## config.mk

```make
export PLATFORM = sky130hd
export DESIGN_NAME = lcd_char_feeder_flat
export DESIGN_NICKNAME = d
export VERILOG_FILES = /design/src/rtl/lcd_char_feeder_if.sv /design/src/rtl/lcd_char_feeder.sv /design/src/flat_wrapper.sv
export SDC_FILE = /design/constraint.sdc
export NUM_CORES = 1
export LEC_CHECK = 0
export ABC_AREA = 1
export BUFFER_PORTS_ARGS = -buffer_cell sky130_fd_sc_hd__buf_2
export CORE_ASPECT_RATIO = 2
export CORE_MARGIN = 5
export CORE_UTILIZATION = 56
export DETAILED_ROUTE_END_ITERATION = 12
export PLACE_DENSITY = 0.76
export RECOVER_POWER = 25
export REMOVE_ABC_BUFFERS = 1
export SLEW_MARGIN = 20
export SYNTH_ARGS = -nofsm -noshare
export SYNTH_HDL_FRONTEND = slang
export SYNTH_SLANG_ARGS = --single-unit
```

## constraint.sdc

```tcl
create_clock -name clk -period 2.5 [get_ports clk]
set_input_delay 0.125 -clock clk [delete_from_list [all_inputs] [get_ports clk]]
set_output_delay 0.125 -clock clk [all_outputs]
set_load 0.05 [all_outputs]
```

## src/rtl/lcd_char_feeder_if.sv

```systemverilog
// Host-side byte write channel into the LCD character feeder.
interface lcd_char_feeder_if;
  logic       wr_valid;
  logic [7:0] wr_data;
  logic       wr_ready;

  modport master (
    output wr_valid,
    output wr_data,
    input  wr_ready
  );

  modport slave (
    input  wr_valid,
    input  wr_data,
    output wr_ready
  );
endinterface

```

## src/rtl/lcd_char_feeder.sv

```systemverilog
// LCD character feeder: buffers host bytes, brings the LCD controller up with a
// one-shot init, then paces characters out with a fixed gap after each enviar
// pulse, because the controller gives no completion indication back.
module lcd_char_feeder #(
  parameter int DEPTH          = 16,
  parameter int AW             = 4,
  parameter int STARTUP_CYCLES = 2000000,
  parameter int CHAR_GAP       = 4000,
  parameter int MAX_CHARS      = 32
) (
  input  logic               clk,
  input  logic               reset,
  input  logic               start,
  lcd_char_feeder_if.slave   wr,
  output logic               lcd_init,
  output logic               lcd_enviar,
  output logic [7:0]         lcd_info,
  output logic               lcd_up,
  output logic [5:0]         char_count,
  output logic               dropped,
  output logic               busy
);

  typedef enum logic [2:0] {
    S_IDLE,
    S_START,
    S_BOOT,
    S_READY,
    S_SEND,
    S_GAP
  } state_t;

  localparam logic [AW:0] DEPTH_C   = (AW+1)'(DEPTH);
  localparam logic [31:0] BOOT_LAST = 32'(STARTUP_CYCLES - 1);
  localparam logic [31:0] GAP_LAST  = 32'(CHAR_GAP - 1);
  localparam logic [5:0]  MAX_C     = 6'(MAX_CHARS);

  // ---------------------------------------------------------------------------
  // FIFO
  // ---------------------------------------------------------------------------
  logic [7:0]    mem_q [DEPTH];
  logic [AW-1:0] wr_ptr_q, wr_ptr_d;
  logic [AW-1:0] rd_ptr_q, rd_ptr_d;
  logic [AW:0]   cnt_q, cnt_d;
  logic          full_q, full_d;
  logic          push;
  logic          pop;
  logic          empty;
  logic [7:0]    head;

  // wr_ready comes from the registered full flag, so a pop never frees a slot
  // for a write in the same cycle.
  assign wr.wr_ready = !full_q;
  assign push        = wr.wr_valid && !full_q;
  assign empty       = (cnt_q == '0);
  assign head        = mem_q[rd_ptr_q];

  // Pointer, occupancy and full-flag update for push/pop.
  always_comb begin
    wr_ptr_d = wr_ptr_q;
    rd_ptr_d = rd_ptr_q;
    cnt_d    = cnt_q;
    if (push) begin
      wr_ptr_d = wr_ptr_q + AW'(1);
    end
    if (pop) begin
      rd_ptr_d = rd_ptr_q + AW'(1);
    end
    case ({push, pop})
      2'b10:   cnt_d = cnt_q + (AW+1)'(1);
      2'b01:   cnt_d = cnt_q - (AW+1)'(1);
      default: cnt_d = cnt_q;
    endcase
    full_d = (cnt_d == DEPTH_C);
  end

  // Storage array; contents are don't-care after reset, so no reset here.
  always_ff @(posedge clk) begin
    if (push) begin
      mem_q[wr_ptr_q] <= wr.wr_data;
    end
  end

  // FIFO control registers.
  always_ff @(posedge clk or negedge reset) begin
    if (!reset) begin
      wr_ptr_q <= '0;
      rd_ptr_q <= '0;
      cnt_q    <= '0;
      full_q   <= 1'b0;
    end else begin
      wr_ptr_q <= wr_ptr_d;
      rd_ptr_q <= rd_ptr_d;
      cnt_q    <= cnt_d;
      full_q   <= full_d;
    end
  end

  // ---------------------------------------------------------------------------
  // Sequencer
  // ---------------------------------------------------------------------------
  state_t      state_q, state_d;
  logic [31:0] wait_q, wait_d;
  logic [7:0]  lcd_info_q, lcd_info_d;
  logic        lcd_up_q, lcd_up_d;
  logic [5:0]  char_count_q, char_count_d;
  logic        dropped_q, dropped_d;
  logic        room;

  assign room = (char_count_q < MAX_C);

  // State register.
  always_ff @(posedge clk or negedge reset) begin
    if (!reset) begin
      state_q <= S_IDLE;
    end else begin
      state_q <= state_d;
    end
  end

  // Next-state logic; start only matters in S_IDLE, so bring-up happens once.
  always_comb begin
    state_d = state_q;
    case (state_q)
      S_IDLE:  if (start) state_d = S_START;
      S_START: state_d = S_BOOT;
      S_BOOT:  if (wait_q == BOOT_LAST) state_d = S_READY;
      S_READY: if (!empty && room) state_d = S_SEND;
      S_SEND:  state_d = S_GAP;
      S_GAP:   if (wait_q == GAP_LAST) state_d = S_READY;
      default: state_d = S_IDLE;
    endcase
  end

  // Outputs and datapath updates decoded from the current state.
  always_comb begin
    lcd_init     = 1'b0;
    lcd_enviar   = 1'b0;
    pop          = 1'b0;
    wait_d       = wait_q;
    lcd_info_d   = lcd_info_q;
    lcd_up_d     = lcd_up_q;
    char_count_d = char_count_q;
    dropped_d    = dropped_q;
    busy         = !((state_q == S_IDLE) || ((state_q == S_READY) && empty));
    case (state_q)
      S_START: begin
        lcd_init = 1'b1;
        wait_d   = '0;
      end
      S_BOOT: begin
        if (wait_q == BOOT_LAST) begin
          lcd_up_d = 1'b1;
          wait_d   = '0;
        end else begin
          wait_d = wait_q + 32'd1;
        end
      end
      S_READY: begin
        if (!empty) begin
          pop = 1'b1;
          // Past the character limit the byte is drained without reaching the LCD.
          if (room) begin
            lcd_info_d = head;
          end else begin
            dropped_d = 1'b1;
          end
        end
      end
      S_SEND: begin
        lcd_enviar = 1'b1;
        wait_d     = '0;
        if (room) begin
          char_count_d = char_count_q + 6'd1;
        end
      end
      S_GAP: begin
        if (wait_q == GAP_LAST) begin
          wait_d = '0;
        end else begin
          wait_d = wait_q + 32'd1;
        end
      end
      default: ;
    endcase
  end

  // Datapath registers; lcd_info only changes on a pop so it is stable for the
  // whole send and gap.
  always_ff @(posedge clk or negedge reset) begin
    if (!reset) begin
      wait_q       <= '0;
      lcd_info_q   <= 8'h00;
      lcd_up_q     <= 1'b0;
      char_count_q <= '0;
      dropped_q    <= 1'b0;
    end else begin
      wait_q       <= wait_d;
      lcd_info_q   <= lcd_info_d;
      lcd_up_q     <= lcd_up_d;
      char_count_q <= char_count_d;
      dropped_q    <= dropped_d;
    end
  end

  assign lcd_info   = lcd_info_q;
  assign lcd_up     = lcd_up_q;
  assign char_count = char_count_q;
  assign dropped    = dropped_q;

endmodule

```

## src/flat_wrapper.sv

```systemverilog
// flat-port wrapper written by rule: the top's interface ports become plain ports
module lcd_char_feeder_flat 
#(
  parameter int DEPTH          = 16,
  parameter int AW             = 4,
  parameter int STARTUP_CYCLES = 2000000,
  parameter int CHAR_GAP       = 4000,
  parameter int MAX_CHARS      = 32
)
  (clk, reset, start, lcd_init, lcd_enviar, lcd_info, lcd_up, char_count, dropped, busy, wr_wr_valid, wr_wr_data, wr_wr_ready);
  lcd_char_feeder_if wr_i ();
  input  logic clk;
  input  logic reset;
  input  logic start;
  output logic lcd_init;
  output logic lcd_enviar;
  output logic [7:0] lcd_info;
  output logic lcd_up;
  output logic [5:0] char_count;
  output logic dropped;
  output logic busy;
  input wire logic [$bits(wr_i.wr_valid)-1:0] wr_wr_valid;
  input wire logic [$bits(wr_i.wr_data)-1:0] wr_wr_data;
  output wire logic [$bits(wr_i.wr_ready)-1:0] wr_wr_ready;
  assign wr_i.wr_valid = wr_wr_valid;
  assign wr_i.wr_data = wr_wr_data;
  assign wr_wr_ready = wr_i.wr_ready;
  lcd_char_feeder #(.DEPTH(DEPTH), .AW(AW), .STARTUP_CYCLES(STARTUP_CYCLES), .CHAR_GAP(CHAR_GAP), .MAX_CHARS(MAX_CHARS)) u_core (.clk(clk), .reset(reset), .start(start), .wr(wr_i), .lcd_init(lcd_init), .lcd_enviar(lcd_enviar), .lcd_info(lcd_info), .lcd_up(lcd_up), .char_count(char_count), .dropped(dropped), .busy(busy));
endmodule
```

## Word level (Yosys, flattened, before mapping)

Memories as Yosys holds them, arrays and structs flattened. A register that Yosys moved wholly into a read port is not among the register bits.
Index checks and enable logic that the tools add are counted.

- Add/sub/neg operators: 6
- $lt $le $gt $ge: 1
- Equal/unequal tests: 14
- Mux-type cells: 15
- Bitwise operators: 2
- Reduce and logical (&&, ||, !) cells: 17

Operators with widths:

| kind | count |
|---|---|
| $pmux 32 s3 | 1 |
| $mux 32 | 2 |
| $add 32x1->32 const B | 1 |
| $eq 32x12->1 const B | 1 |
| $eq 32x21->1 const B | 1 |
| $pmux 3 s6 | 1 |
| $mux 3 | 4 |
| $pmux 5 s2 | 1 |
| $add 4x1->4 const B | 2 |
| $add 6x1->6 const B | 1 |
| $eq 3x2->1 const B | 2 |
| $eq 3x3->1 const B | 2 |
| $lt 6x6->1 const B | 1 |
| $mux 1 | 6 |
| $ne 2x1->1 const B | 3 |
| $reduce_and 3->1 | 2 |
| $add 5x1->5 const B | 1 |
| $eq 5x5->1 const B | 1 |
| $logic_not 5->1 | 1 |
| $sub 5x1->5 const B | 1 |
| $logic_not 1->1 | 4 |
| $reduce_and 2->1 | 2 |
| $reduce_and 4->1 | 1 |
| $eq 3x1->1 const B | 1 |
| other kinds (9) | 12 |

- Register bits: 57
- Memory bits (writable): 128
- Input port bits: 12
- Memories kept: 1

Memory list:

| memory | depth | width | rd ports | clocked after Yosys merged registers in | write ports | line | RTL |
|---|---|---|---|---|---|---|---|
| u_core.mem_q | 16 | 8 | 1 | 1 | 1 | lcd_char_feeder.sv:41 | `logic [7:0] mem_q [DEPTH];` |

## Longest topological paths before layout

- Word-level depth: 6
- Depth in mapped cells: 21
- Depth with buffers taken out: 20

## Worst setup path after synthesis

OpenSTA, ideal clock, no wires.

- Path kind: register -> register
- Start point: reg u_core.state_q[2]
- End point: reg u_core.full_q
- Arrival: 2325 ps
- Setup slack: 103 ps
- Cell stages (with the launch flop): 18
- Buffers on the path: 1
- Clock period less this slack: 2397 ps
- Cells stage by stage: dfrtp_1 -> inv_1 -> nand3_1 -> inv_1 -> nand2_1 -> inv_1 -> ha_1 -> buf_2 -> nand2_1 -> inv_1 -> nor2_1 -> ha_1 -> nand2_1 -> nand2_1 -> or2_2 -> nor2_1 -> nand3_1 -> nor2_1

- Cells in the longest elaborated chain, start to end: 5
- Elaborated cells between the ends (all ways): 6
- Those cells by class: eq/ne: 4; mux: 2

Ends and longest elaborated chain:

| what | line | RTL |
|---|---|---|
| start, declared | lcd_char_feeder.sv:102 | `state_t state_q, state_d;` |
| start signal, assigned | lcd_char_feeder.sv:117 | `state_q <= state_d;` |
| $eq 3x2->1 * | lcd_char_feeder.sv:146 | `case (state_q)` |
| $mux 1 * | lcd_char_feeder.sv:146 |  |
| $eq 2x1->1 / $eq 2x2->1 (equally long branches) | lcd_char_feeder.sv:69 | `case ({push, pop})` |
| $pmux 5 s2 * | lcd_char_feeder.sv:69 |  |
| net u_core.cnt_d[1] | lcd_char_feeder.sv:44 | `logic [AW:0] cnt_q, cnt_d;` |
| $eq 5x5->1 * | lcd_char_feeder.sv:74 | `full_d = (cnt_d == DEPTH_C);` |
| net u_core.full_d | lcd_char_feeder.sv:45 | `logic full_q, full_d;` |
| end signal, assigned | lcd_char_feeder.sv:95 | `full_q <= full_d;` |
| end, declared | lcd_char_feeder.sv:45 |  |

The timed path passes the listed nets; every way through them passes the cells marked *.
A chain may end at the register's enable or synchronous reset.

## Final worst setup path

Ends and elaborated chain as after synthesis.

==> summary.txt <==
Synthesis Warnings: 0
top_reg_cell synth: edfxtp_1
Fin. Hold Viols: 0
biggest area consumer among synthesized cells: edfxtp_1
count leader, synth: nor2_1
Crit-path slowest cell: dfrtp_1
status: completed
Post-Syn Area: 0.009056 mm²
clk_lat worst skew: 430 ps
Crit path depth: 16
share of the yosys chip area belonging to registers: 0.6040
Post-DP HPWL: 15,230 µm
First-pass DRT Iterations: 7
TritonCTS buffer count: 17
Final TNS setup: 0 ps
largest cells by area after synthesis: edfxtp_1, dfrtp_1, nor2_1
leakage: 4.108 nW
CP Class: register to register
share of Yosys cell area claimed by the top area cell type: 0.4244
TritonCTS clock tree: built
Synth Instances: 975
hold crit path type: input pin to register
RR Endpoint: u_core.full_q
number of global-route vias before repair: 7,001
final slew viol count: 0
Die Span Y: 189.8 µm
first-pass GRT wire length: 34,640 µm
Synth async-reset ratio: 0.3368
CP required: 2840 ps
startpoint types: register
family with the most delay on the worst path: simple AND/OR/NAND/NOR gates
Synth Area per Inst: 9.288 µm²
register bit total from synthesis: 193
CTS clk-pin slew, worst paths: 80 ps
Port Buffers: 31
total power after layout: 0.01093 W
FF-to-FF path depth: 16
CP endpoint: u_core.full_q
# fillers: 1,287
Combinational Power Share: 0.379
final setup vio count: 0
total global-route track usage: 0.2396
gpl congestion: 0.9226
clock power share: 0.240
minimum hold slack: 132.6 ps
Crit path buffers/inverters: 4
relative slew slack: 0.4901
initial antenna violation count: 0
largest net degree at the start of global routing: 59
Final Skew: 13.49 ps
Int Pwr: 0.006467 W
Tcrit/Tclk final: 0.9675
clock sinks: 193
Final Net Count: 1,048
RR Startpoint: u_core.state_q[2]
sequence of cells on the critical path: inv_1 -> nand3_2 -> inv_1 -> nand2_1 -> inv_1 -> ha_4 -> nand2_1 -> inv_1 -> nor2_2 -> ha_1 -> nand2_1 -> nand2_1 -> or2_2 -> nor2_1 -> nand3_1 -> nor2_1
num ports: 32
post-DR vias/cell: 5.527
CP Launch Point: u_core.state_q[2]
Via Count: 6,854
# DRC: 0
Sequential Power Share: 0.381
share of post-route cells with drive strength above 1: 0.1059
WL/cell: 17.40 µm
pwr dens: 1074 mW/mm²
CP max stage delay: 390 ps
Worst Path Arrival: 2760 ps
total gr overflow: 0
initial core utilization: 0.5710
Tmin final: 2419 ps
area grow syn2layout: 12.35%
Max clock buf depth: 2
Die Area: 0.01897 mm²
total wire length: 21,570 µm
Place WS: 57.09 ps
R2R Setup Slk: 80 ps
H-tree depth: 4
Worst Path Max Fanout: 7
post-synth cell types: 32
Switching Fraction: 0.4081
worst vdd ir: 0.8003 mV
Synth top cells by count: nor2_1, nand2_1, edfxtp_1
number of synthesized flops with an enable pin: 128
clk root buf: clkbuf_16
Setup crit end kind: register
initial drt markers: 418
Die X: 99.92 µm
diodes inserted: 0
switching pwr: 0.004459 W
Final ANT Viol Nets: 0
Fmax achieved: 413.4 MHz
# rows: 65
Slew @ Worst Pin: 764.8 ps
setup ws final: 81.32 ps
Finished Core Util: 0.6416
max_cap viols: 0
core area: 0.01586 mm²
registers in the layout, summed over array words and instances, names as in the netlist:
register	cells
u_core.mem_q	128
u_core.cnt_q	5
u_core.wr_ptr_q	4
u_core.wait_q	32
u_core.lcd_up	1
u_core.state_q	3
u_core.lcd_info	8
u_core.rd_ptr_q	4
u_core.dropped	1
u_core.full_q	1
u_core.char_count	6
power groups by stage:
stage | logic (W) | clock network [W] | registers (W)
after floorplan | 0.00224 | 0 | 0.00465
after global placement | 0.00400 | 0 | 0.00421
after detailed placement | 0.00407 | 0 | 0.00423
after CTS | 0.00411 | 0.00268 | 0.00416
after global routing | 0.00457 | 0.00281 | 0.00421
final | 0.00414 | 0.00263 | 0.00416
layout make-up:
| class | instances | area, µm² | share of cell area |
|---|---|---|---|
| clock buffer | 17 | 425.4 | 0.04181 |
| clock inverter | 15 | 151.4 | 0.01488 |
| inverter | 78 | 292.8 | 0.02878 |
| multi-input combinational | 673 | 3154 | 0.3100 |
| sequential | 193 | 5473 | 0.5379 |
| tap | 201 | 251.5 | 0.02472 |
| timing repair buffer | 63 | 426.7 | 0.04193 |
repair_timing:
item | 4_1_cts | 5_1_grt
buffers inserted | 0 | 2
endpoints found under the hold margin | 19 | 0
resized for setup | 0 | 6
endpoints found under the setup margin | 0 | 1
hold buffers | 1 | 0
worst register-to-register path, delay by kind of cell, from the launching register on:
kind / cells / cell delay, ps
adder cells (fa/ha/maj): 2 / 450
buffers and inverters: 4 / 400
flip-flops: 1 / 390
AND/OR/NAND/NOR: 10 / 1080
logic make-up after synthesis:
family                   after synthesis  share of synthesized area
multiplexers                           1                   0.001243
AND/OR/NAND/NOR                      534                     0.2445
flip-flops                           193                     0.6040
adder cells (fa/ha/maj)               10                    0.01382
AO/OA/AOI/OAI                        103                    0.06203
XOR/XNOR                              25                    0.02418
buffers and inverters                109                    0.05015
routing by layer:
| layer | track usage | wire length [µm] | vias up |
|---|---|---|---|
| met5 | 0 | 0 | - |
| met4 | 0.1683 | 1478 | 0 |
| met3 | 0.03450 | 854 | 85 |
| met2 | 0.4449 | 12030 | 231 |
| met1 | 0.2355 | 7206 | 3206 |
| li1 | - | - | 3332 |
cells in the final DEF, fill, tap and decap left out, types with 2 or more instances in the layout:
cell         n
inv_1       72
clkinv_1     3
a21oi_1      4
clkbuf_16   17
o211ai_1    16
dfrtp_1     63
o21ai_1      6
nand2_4      3
nor2_4       2
ha_1         8
xor2_1      20
buf_12       3
nand3_1     74
inv_2        4
buf_2       24
nor2_2       5
edfxtp_1   128
inv_8        7
o21ai_0     75
nor3_1       8
dfrtp_2      2
buf_4       28
nand2_1    199
nand3b_1     2
xnor2_1      5
nor2_1     221
clkinv_4     2
nand4_1     15
nand2_2      2
inv_6        4
clkbuf_1     7
stage by stage:
step           area [µm²]  std cells
4_1_cts             10140       1238
3_3_place_gp         9558       1205
2_1_floorplan        8895        944
5_1_grt             10170       1240
6_report            10170       1240
3_5_place_dp         9558       1205
how the worst min path moves through the flow:
stage,startpoint,to,slack (ps),cells after the start
floorplan,reset,u_core.char_count[0],-170,0
global placement,reset,u_core.char_count[0],100,1
detailed placement,reset,u_core.char_count[0],110,1
CTS,wr_wr_data[0],u_core.mem_q[12][0],70,1
global route,wr_wr_data[6],u_core.mem_q[8][6],110,1
finish,wr_wr_data[6],u_core.mem_q[8][6],130,1
Note: power is estimated with default switching activity, not from simulation.
